--- src/rtl/backprop_sched_pkg.sv ---
`default_nettype none
// ============================================================================
// backprop_sched_pkg : shared FSM states and control-word layout
// Revision: 1.0
// ============================================================================
package backprop_sched_pkg;

    localparam int c_bpc_size   = 66;
    localparam int c_neuron_lsb = 0;
    localparam int c_layer_lsb  = 32;
    localparam int c_first_bit  = 64;
    localparam int c_output_bit = 65;

    typedef logic [1:0] state_t;

    localparam state_t c_st_idle   = 2'd0;
    localparam state_t c_st_issue  = 2'd1;
    localparam state_t c_st_drain  = 2'd2;
    localparam state_t c_st_finish = 2'd3;

    function automatic logic [c_bpc_size-1:0] pack_ctrl(
        input logic        output_layer,
        input logic        first_layer,
        input logic [31:0] layer_idx,
        input logic [31:0] neuron_idx
    );
        logic [c_bpc_size-1:0] w;
        w                             = '0;
        w[c_output_bit]               = output_layer;
        w[c_first_bit]                = first_layer;
        w[c_layer_lsb  +: 32]         = layer_idx;
        w[c_neuron_lsb +: 32]         = neuron_idx;
        return w;
    endfunction

endpackage
`default_nettype wire

--- src/rtl/backprop_sched_outstanding_cnt.sv ---
`default_nettype none
// ============================================================================
// outstanding_cnt : beats in flight; decrements at zero are refused and flagged
// Revision: 1.0
// ============================================================================
module outstanding_cnt #(
    parameter int WIDTH = 2
) (
    input  logic             clk,
    input  logic             rst_n,
    input  logic             inc,
    input  logic             dec,
    output logic [WIDTH-1:0] count,
    output logic             underflow
);

    logic w_dec_ok;

    assign w_dec_ok  = dec && (count != '0);
    assign underflow = dec && (count == '0);

    always_ff @(posedge clk or negedge rst_n) begin
        if (!rst_n) begin
            count <= '0;
        end else begin
            case ({inc, w_dec_ok})
                2'b10:   count <= count + WIDTH'(1);
                2'b01:   count <= count - WIDTH'(1);
                default: count <= count;
            endcase
        end
    end

endmodule
`default_nettype wire

--- src/rtl/backprop_sched.sv ---
`default_nettype none
// ============================================================================
// backprop_sched : issues per-neuron control beats layer by layer, top down
// Revision: 1.0
// ============================================================================
module backprop_sched
    import backprop_sched_pkg::*;
#(
    parameter int size                   = 3,
    parameter int backprop_controll_size = c_bpc_size,
    parameter int learning_rate_size     = 16
) (
    input  logic                              clk,
    input  logic                              rst_n,
    input  logic                              start,
    input  logic [31:0]                       layer_count,
    input  logic [learning_rate_size-1:0]     learning_rate,
    input  logic                              issue_ready,
    input  logic                              result_valid,
    output logic                              issue_valid,
    output logic [backprop_controll_size-1:0] backprop_controll,
    output logic [learning_rate_size-1:0]     learning_rate_out,
    output logic                              busy,
    output logic                              done,
    output logic                              err
);

    localparam int          c_cnt_w       = $clog2(size + 1);
    localparam logic [31:0] c_last_neuron = 32'(size - 1);

    state_t                        r_state;
    logic [31:0]                   r_layer_count;
    logic [31:0]                   r_layer_idx;
    logic [31:0]                   r_neuron_idx;
    logic [learning_rate_size-1:0] r_lr;
    logic                          r_err;

    logic                          w_xfer;
    logic                          w_underflow;
    logic [c_cnt_w-1:0]            w_outstanding;
    logic [c_bpc_size-1:0]         w_word;

    // Valid is qualified by ready so a stalled beat is never seen as presented.
    assign issue_valid = (r_state == c_st_issue) && issue_ready;
    assign w_xfer      = issue_valid && issue_ready;

    assign w_word = pack_ctrl(r_layer_idx == (r_layer_count - 32'd1),
                              r_layer_idx == 32'd0,
                              r_layer_idx,
                              r_neuron_idx);

    assign backprop_controll = (r_state == c_st_issue) ? backprop_controll_size'(w_word)
                                                       : '0;
    assign learning_rate_out = r_lr;
    assign busy              = (r_state != c_st_idle);
    assign done              = (r_state == c_st_finish);
    assign err               = r_err;

    outstanding_cnt #(
        .WIDTH (c_cnt_w)
    ) u_outstanding_cnt (
        .clk       (clk),
        .rst_n     (rst_n),
        .inc       (w_xfer),
        .dec       (result_valid),
        .count     (w_outstanding),
        .underflow (w_underflow)
    );

    always_ff @(posedge clk or negedge rst_n) begin
        if (!rst_n) begin
            r_state       <= c_st_idle;
            r_layer_count <= '0;
            r_layer_idx   <= '0;
            r_neuron_idx  <= '0;
            r_lr          <= '0;
            r_err         <= 1'b0;
        end else begin
            case (r_state)
                c_st_idle: begin
                    if (start) begin
                        r_err         <= 1'b0;
                        r_lr          <= learning_rate;
                        r_layer_count <= layer_count;
                        r_neuron_idx  <= '0;
                        if (layer_count != 32'd0) begin
                            r_layer_idx <= layer_count - 32'd1;
                            r_state     <= c_st_issue;
                        end else begin
                            r_layer_idx <= '0;
                            r_err       <= 1'b1;
                            r_state     <= c_st_finish;
                        end
                    end
                end
                c_st_issue: begin
                    if (w_xfer) begin
                        if (r_neuron_idx == c_last_neuron) begin
                            r_neuron_idx <= '0;
                            r_state      <= c_st_drain;
                        end else begin
                            r_neuron_idx <= r_neuron_idx + 32'd1;
                        end
                    end
                end
                c_st_drain: begin
                    // A layer is only left once every one of its beats has retired.
                    if (w_outstanding == '0) begin
                        if (r_layer_idx != 32'd0) begin
                            r_layer_idx <= r_layer_idx - 32'd1;
                            r_state     <= c_st_issue;
                        end else begin
                            r_state     <= c_st_finish;
                        end
                    end
                end
                default: begin
                    r_state <= c_st_idle;
                end
            endcase

            // Stray results win over the clear from a same-cycle start.
            if (w_underflow) begin
                r_err <= 1'b1;
            end
        end
    end

endmodule
`default_nettype wire
--- config.mk ---
export PLATFORM = sky130hd
export DESIGN_NAME = backprop_sched
export DESIGN_NICKNAME = d
export VERILOG_FILES = /design/src/rtl/backprop_sched_pkg.sv /design/src/rtl/backprop_sched_outstanding_cnt.sv /design/src/rtl/backprop_sched.sv
export SDC_FILE = /design/constraint.sdc
export NUM_CORES = 1
export LEC_CHECK = 0
export CAP_MARGIN = 10
export CORE_MARGIN = 1
export CORE_UTILIZATION = 58
export CTS_CLUSTER_SIZE = 25
export DETAILED_ROUTE_END_ITERATION = 10
export GPL_TIMING_DRIVEN = 0
export PLACE_DENSITY = 0.95
export SLEW_MARGIN = 0
export SYNTH_ARGS = -nofsm -noshare
export SYNTH_HDL_FRONTEND = slang
export SYNTH_HIERARCHICAL = 1
export SYNTH_SLANG_ARGS = --single-unit
--- constraint.sdc ---
create_clock -name clk -period 7.9 [get_ports clk]
set_clock_uncertainty 0.1 [all_clocks]
set_input_delay 2.37 -clock clk [delete_from_list [all_inputs] [get_ports clk]]
set_output_delay 2.37 -clock clk [all_outputs]
set_load 0.01 [all_outputs]
# [Yosys cells after proc, flatten, opt, wreduce, memory -nomap -nowiden]
# Cells that the tools add are included.
[word_totals] register_bits=117 input_bits=53 output_inout_bits=86 word_cells=68
[classes] addsub=6 n_eq_ne=12 mux=22 reduce_logical=21
[op_table] operator="2-to-1 mux 32 bit" count=7
[op_table] operator="case mux 32 bit (2 select lines)" count=2
[op_table] operator="subtractor 32 x 1 -> 32 bit (second input constant)" count=3
[op_table] operator="2-to-1 mux 66 bit" count=1
[op_table] operator="nonzero test 32 bit" count=2
[op_table] operator="adder 32 x 1 -> 32 bit (second input constant)" count=1
[op_table] operator="equality test 32 x 2 -> 1 bit (second input constant)" count=1
[op_table] operator="equality test 32 bit" count=1
[op_table] operator="zero test 32 bit" count=1
[op_table] operator="nonzero test 2 bit" count=7
[op_table] operator="2-to-1 mux 2 bit" count=6
[op_table] operator="AND reduction 4 bit" count=2
[op_table] operator="equality test 2 bit (second input constant)" count=3
[op_table] operator="inequality test 2 bit (second input constant)" count=3
[op_table] operator="case mux 2 bit (3 select lines)" count=1
[op_table] operator="equality test 2 x 1 -> 1 bit (second input constant)" count=2
[op_table] operator="logical AND 1 bit" count=4
[op_table] operator="zero test 2 bit" count=2
[op_table] operator="2-to-1 mux 1 bit" count=4
[op_table] operator="inequality test 2 x 1 -> 1 bit (second input constant)" count=2
[op_table] operator="case mux 2 bit (2 select lines)" count=1
[op_table] operator="AND reduction 2 bit" count=2
[op_table] operator="AND reduction 3 bit" count=1
[op_table] operator="adder 2 x 1 -> 2 bit (second input constant)" count=1
[op_table] operator="subtractor 2 x 1 -> 2 bit (second input constant)" count=1

# [Longest topological paths before layout]
[logic_depth] depth_word=5 ltp_mapped=11 ltp_nobuf=9

# [Hierarchy]
# The synthesis kept the hierarchy.
[modules_own_cells] mod="backprop_sched" instances=1 cells_per_inst=903 area_each_um2=7781.2
[modules_own_cells] mod="outstanding_cnt" instances=1 cells_per_inst=10 area_each_um2=111.4

# [Worst setup path after synthesis]
# Ideal clock, no wire load.
[synth_path] path_type="register to output" start="register r_layer_count[0]" end="output backprop_controll[65]" arrival_time_ns=2.771 required_time_ns=5.430 setup_slack_ns=2.659 stages_incl_launch_ff=10 path_cell_list="dfrtp_1 -> inv_1 -> ha_1 -> nor4b_1 -> nand4b_1 -> nor3_1 -> xnor2_1 -> nand2b_1 -> a221o_1 -> nor4_2"
[synth_between] elab_chain_cells=3
[synth_lines] item="from (decl)" line="backprop_sched.sv:32" source="logic [31:0] r_layer_count;"
[synth_lines] item="from (signal assigned)" line="backprop_sched.sv:84" source="r_layer_count <= layer_count;"
[synth_lines] item="subtractor 32 x 1 -> 32 bit" line="backprop_sched.sv:47" source="assign w_word = pack_ctrl(r_layer_idx == (r_layer_count - 32'd1),"
[synth_lines] item="equality test 32 bit" line="backprop_sched.sv:47"
[synth_lines] item="2-to-1 mux 66 bit" line="backprop_sched.sv:52" source="assign backprop_controll = (r_state == c_st_issue) ? backprop_controll_size'(w_word)"
[synth_lines] item="to (decl)" line="backprop_sched.sv:21" source="output logic [backprop_controll_size-1:0] backprop_controll,"
# No other way between the ends.

# [Worst setup path after layout]
# Ends and elaborated chain as after synthesis.

==> impl_metrics.py <==
metrics = {
    "status": {
        "status": "complete, no violations",
    },
    "sta": {
        "hold_viol_final": 0,
        "tightest_slew_ns": 1.09,
        "holdWs_ns": 0.408,
        "rsz0062_at_grt": "false",
        "finalCritPeriodShare_pct": 94.5,
        "layout_min_cycle_time_ns": 7.47,
        "setup_viol": 0,
        "slew_violations": 0,
        "fmax_mhz": 134,
        "setup_ws_ns": 0.431,
        "relSlewSlack_pct": 26.2,
    },
    "clock_network": {
        "cts_setup_buffers": 0,
        "cts_hold_buf": 0,
        "numCtsBuffers": 17,
        "cts-resized-gates": 0,
        "cts_buffer_depth": 2,
        "root_buffer": "clkbuf_16",
        "clk_pin_slew_worst_paths_ns": 0.06,
        "cts_num_sinks": 117,
        "clk_latency_ns": 0.44,
        "cts_tree": "yes",
        "cts-htree-levels": 4,
    },
    "drt": {
        "via_per_inst": 6.49,
        "drt_pre_antenna_iters": 6,
        "ant_nets": 0,
        "vias": 8177,
        "routed_wl_mm": 24.6,
        "drtIter0Drc": 1194,
        "drc": 0,
        "wl_per_cell_um": 19.5,
    },
    "logic_synthesis": {
        "ys_top_cells_by_count": "dfrtp_1, nand2_1, nor2_1",
        "synth.most_common_cell": "dfrtp_1",
        "synth_edf_count": 0,
        "synth.area.top_cells": "dfrtp_1, mux2_2, and2_1, xnor2_1, xor2_1",
        "synthFlopType": "dfrtp_1",
        "ys_ff_latch": 117,
        "yosys.area.top_type_share_pct": 37.1,
        "synth_cell_types": 66,
        "synth-seq-area-share_pct": 37.1,
        "synthesis.area_mm2": 0.00789,
        "syn-num-nets": 972,
        "yosys_warnings": 6,
        "avgSynthCellArea_um2": 8.64,
        "synth_largest_area_cell": "dfrtp_1",
        "synthArstFlopShare_pct": 100,
        "syn_inst": 913,
    },
    "setup_path": {
        "crit_path_start_kind": "register",
        "cp.buffers_inverters": 2,
        "critical-path-top-delay-family": "simple AND/OR/NAND/NOR gates",
        "worstSetupEndpointType": "output port",
        "required_ns": 5.43,
        "cpMaxStageDelayCell": "nor4b_1",
        "crit_arrival_ns": 5.00,
        "timing.rr.start": "r_state[0]$_DFFE_PN0P_",
        "cp_cell_sequence": "inv_1 -> ha_1 -> nor4b_1 -> nand4b_1 -> nor4_1 -> nor4_1 -> nor3_1 -> nand4b_1 -> nor4_2 -> clkdlybuf4s50_1",
        "critPathMaxStageDelay_ns": 0.91,
        "criticalPathCategory": "register to output port",
        "crit_start": "r_layer_count[0]$_DFFE_PN0P_",
        "critPathMaxFanout": 8,
    },
    "hold_path": {
        "hold_class": "register to register",
        "min_from": "learning_rate_out[0]$_DFFE_PN0P_",
    },
    "final_layout": {
        "area_growth_syn_to_layout_pct": 28.4,
        "diodes": 0,
        "drive_gt1_share_pct": 9.23,
        "final_nets": 1130,
        "post-route-util_pct": 76.5,
        "stdcell_area_mm2": 0.0101,
    },
    "global_routing": {
        "grt_antenna_before_repair": 0,
        "grt_pass1_wl_mm": 39.2,
        "grt_util_all_layers_pct": 35.4,
        "overflow": 0,
        "grt_max_degree": 66,
        "grt_pass1_vias": 7818,
    },
    "pwr": {
        "p_per_area_mw_per_mm2": 359,
        "peakVddDrop_v": 0.000250,
        "leakage_uw": 0.00394,
        "power_uw": 3640,
    },
    "placed_design": {
        "pre_cts_slack_ns": 1.20,
        "postPlaceCellArea_mm2": 0.00952,
        "io_buffers": 138,
        "dpl.hpwl_mm": 17.2,
        "gp_congestion": 0.972,
    },
    "floorplanning": {
        "die_x_um": 119,
        "die_area_mm2": 0.0141,
        "placeableCoreArea_mm2": 0.0132,
        "initial_utilization_pct": 59.6,
        "num_io_pins": 139,
        "num_rows": 42,
        "die_height_um": 119,
    },
    "job": {
        "maxCapViolCount": 0,
    },
}
routing by layer:
metal / track usage [%] / vias up / wire length [um]
met5: 0 / - / 0
met4: 17.8 / 0 / 1100
met3: 8.78 / 132 / 2710
met2: 56.7 / 608 / 11600
met1: 44.5 / 3846 / 9130
li1: - / 3591 / -
worst paths after layout:
check,end,slack [ns],cells past startpoint
worst max register to register,r_layer_idx[21]$_DFFE_PN0P_,4.38,9
worst min-delay path,learning_rate_out[0]$_DFFE_PN0P_,0.41,1
min in group asynchronous,r_layer_count[8]$_DFFE_PN0P_,1.78,1
worst max-delay path,backprop_controll[65],0.43,10
max in group asynchronous,r_neuron_idx[12]$_DFFE_PN0P_,5.21,2
worst min register to register,learning_rate_out[0]$_DFFE_PN0P_,0.41,1
report_power, final:
group          internal [uW]  switching, uW  total (uW)
clock                    496            306         802
sequential               825            265        1090
combinational            798            949        1750
worst register-to-register path, cell delays in order (launching register included):
cell and delay (ns):
dfrtp_1 0.36, clkbuf_1 0.21, or2_2 0.35, nor2_1 0.74
nor2_1 0.31, a31oi_1 0.49, clkbuf_1 0.44, o21ai_0 0.19
nand2_1 0.10, o211ai_1 0.10
stage by stage:
| stage | cells | setup TNS, ns |
|---|---|---|
| 3_5_place_dp | 1228 | 0 |
| 2_1_floorplan | 913 | 0 |
| 5_1_grt | 1260 | 0 |
| 4_1_cts | 1260 | 0 |
| 3_3_place_gp | 1227 | -20.17 |
| 6_report | 1260 | 0 |
flip-flops by register name, summed over array words and instances (netlist names):
| signal | count |
|---|---|
| learning_rate_out | 16 |
| u_outstanding_cnt/count | 2 |
| r_state | 2 |
| r_neuron_idx | 32 |
| r_layer_idx | 32 |
| err | 1 |
| r_layer_count | 32 |
layout make-up:
| cell class | count | area (um^2) |
|---|---|---|
| fillers | 856 | 3110 |
| repair buffers | 139 | 1410 |
| clock inverters | 15 | 183 |
| clock buffers | 17 | 425 |
| multi-input cells | 731 | 4710 |
| flip-flops and latches | 117 | 2930 |
| well taps | 176 | 220 |
| plain buffers | 51 | 201 |
| inverters | 14 | 52.6 |
cells by family (layout without fill, tap and decap cells):
kind of cell	Yosys count	count (layout)	share of synthesized area, %
AND/OR/NAND/NOR	428	428	29.3
AO/OA/AOI/OAI	156	156	12.3
flip-flops	117	117	37.1
XOR/XNOR	89	89	9.88
buffers and inverters	65	236	3.22
multiplexers	52	52	7.32
adder cells (fa/ha/maj)	6	6	0.951
cells in the final DEF (no fill, tap or decap), types with 13 or more instances in the layout:
| master | instances |
|---|---|
| nand3_1 | 20 |
| or4_1 | 15 |
| clkdlybuf4s50_1 | 137 |
| nand2_1 | 83 |
| nor4_1 | 36 |
| a21oi_1 | 28 |
| and2_1 | 67 |
| and3_1 | 14 |
| inv_1 | 14 |
| nand4_1 | 13 |
| dfrtp_1 | 117 |
| clkbuf_1 | 47 |
| nor2_1 | 78 |
| clkbuf_16 | 17 |
| xor2_1 | 44 |
| mux2_2 | 46 |
| nor3_1 | 40 |
| o21ai_0 | 64 |
| xnor2_1 | 45 |
Power figures use the tool's default switching activity.
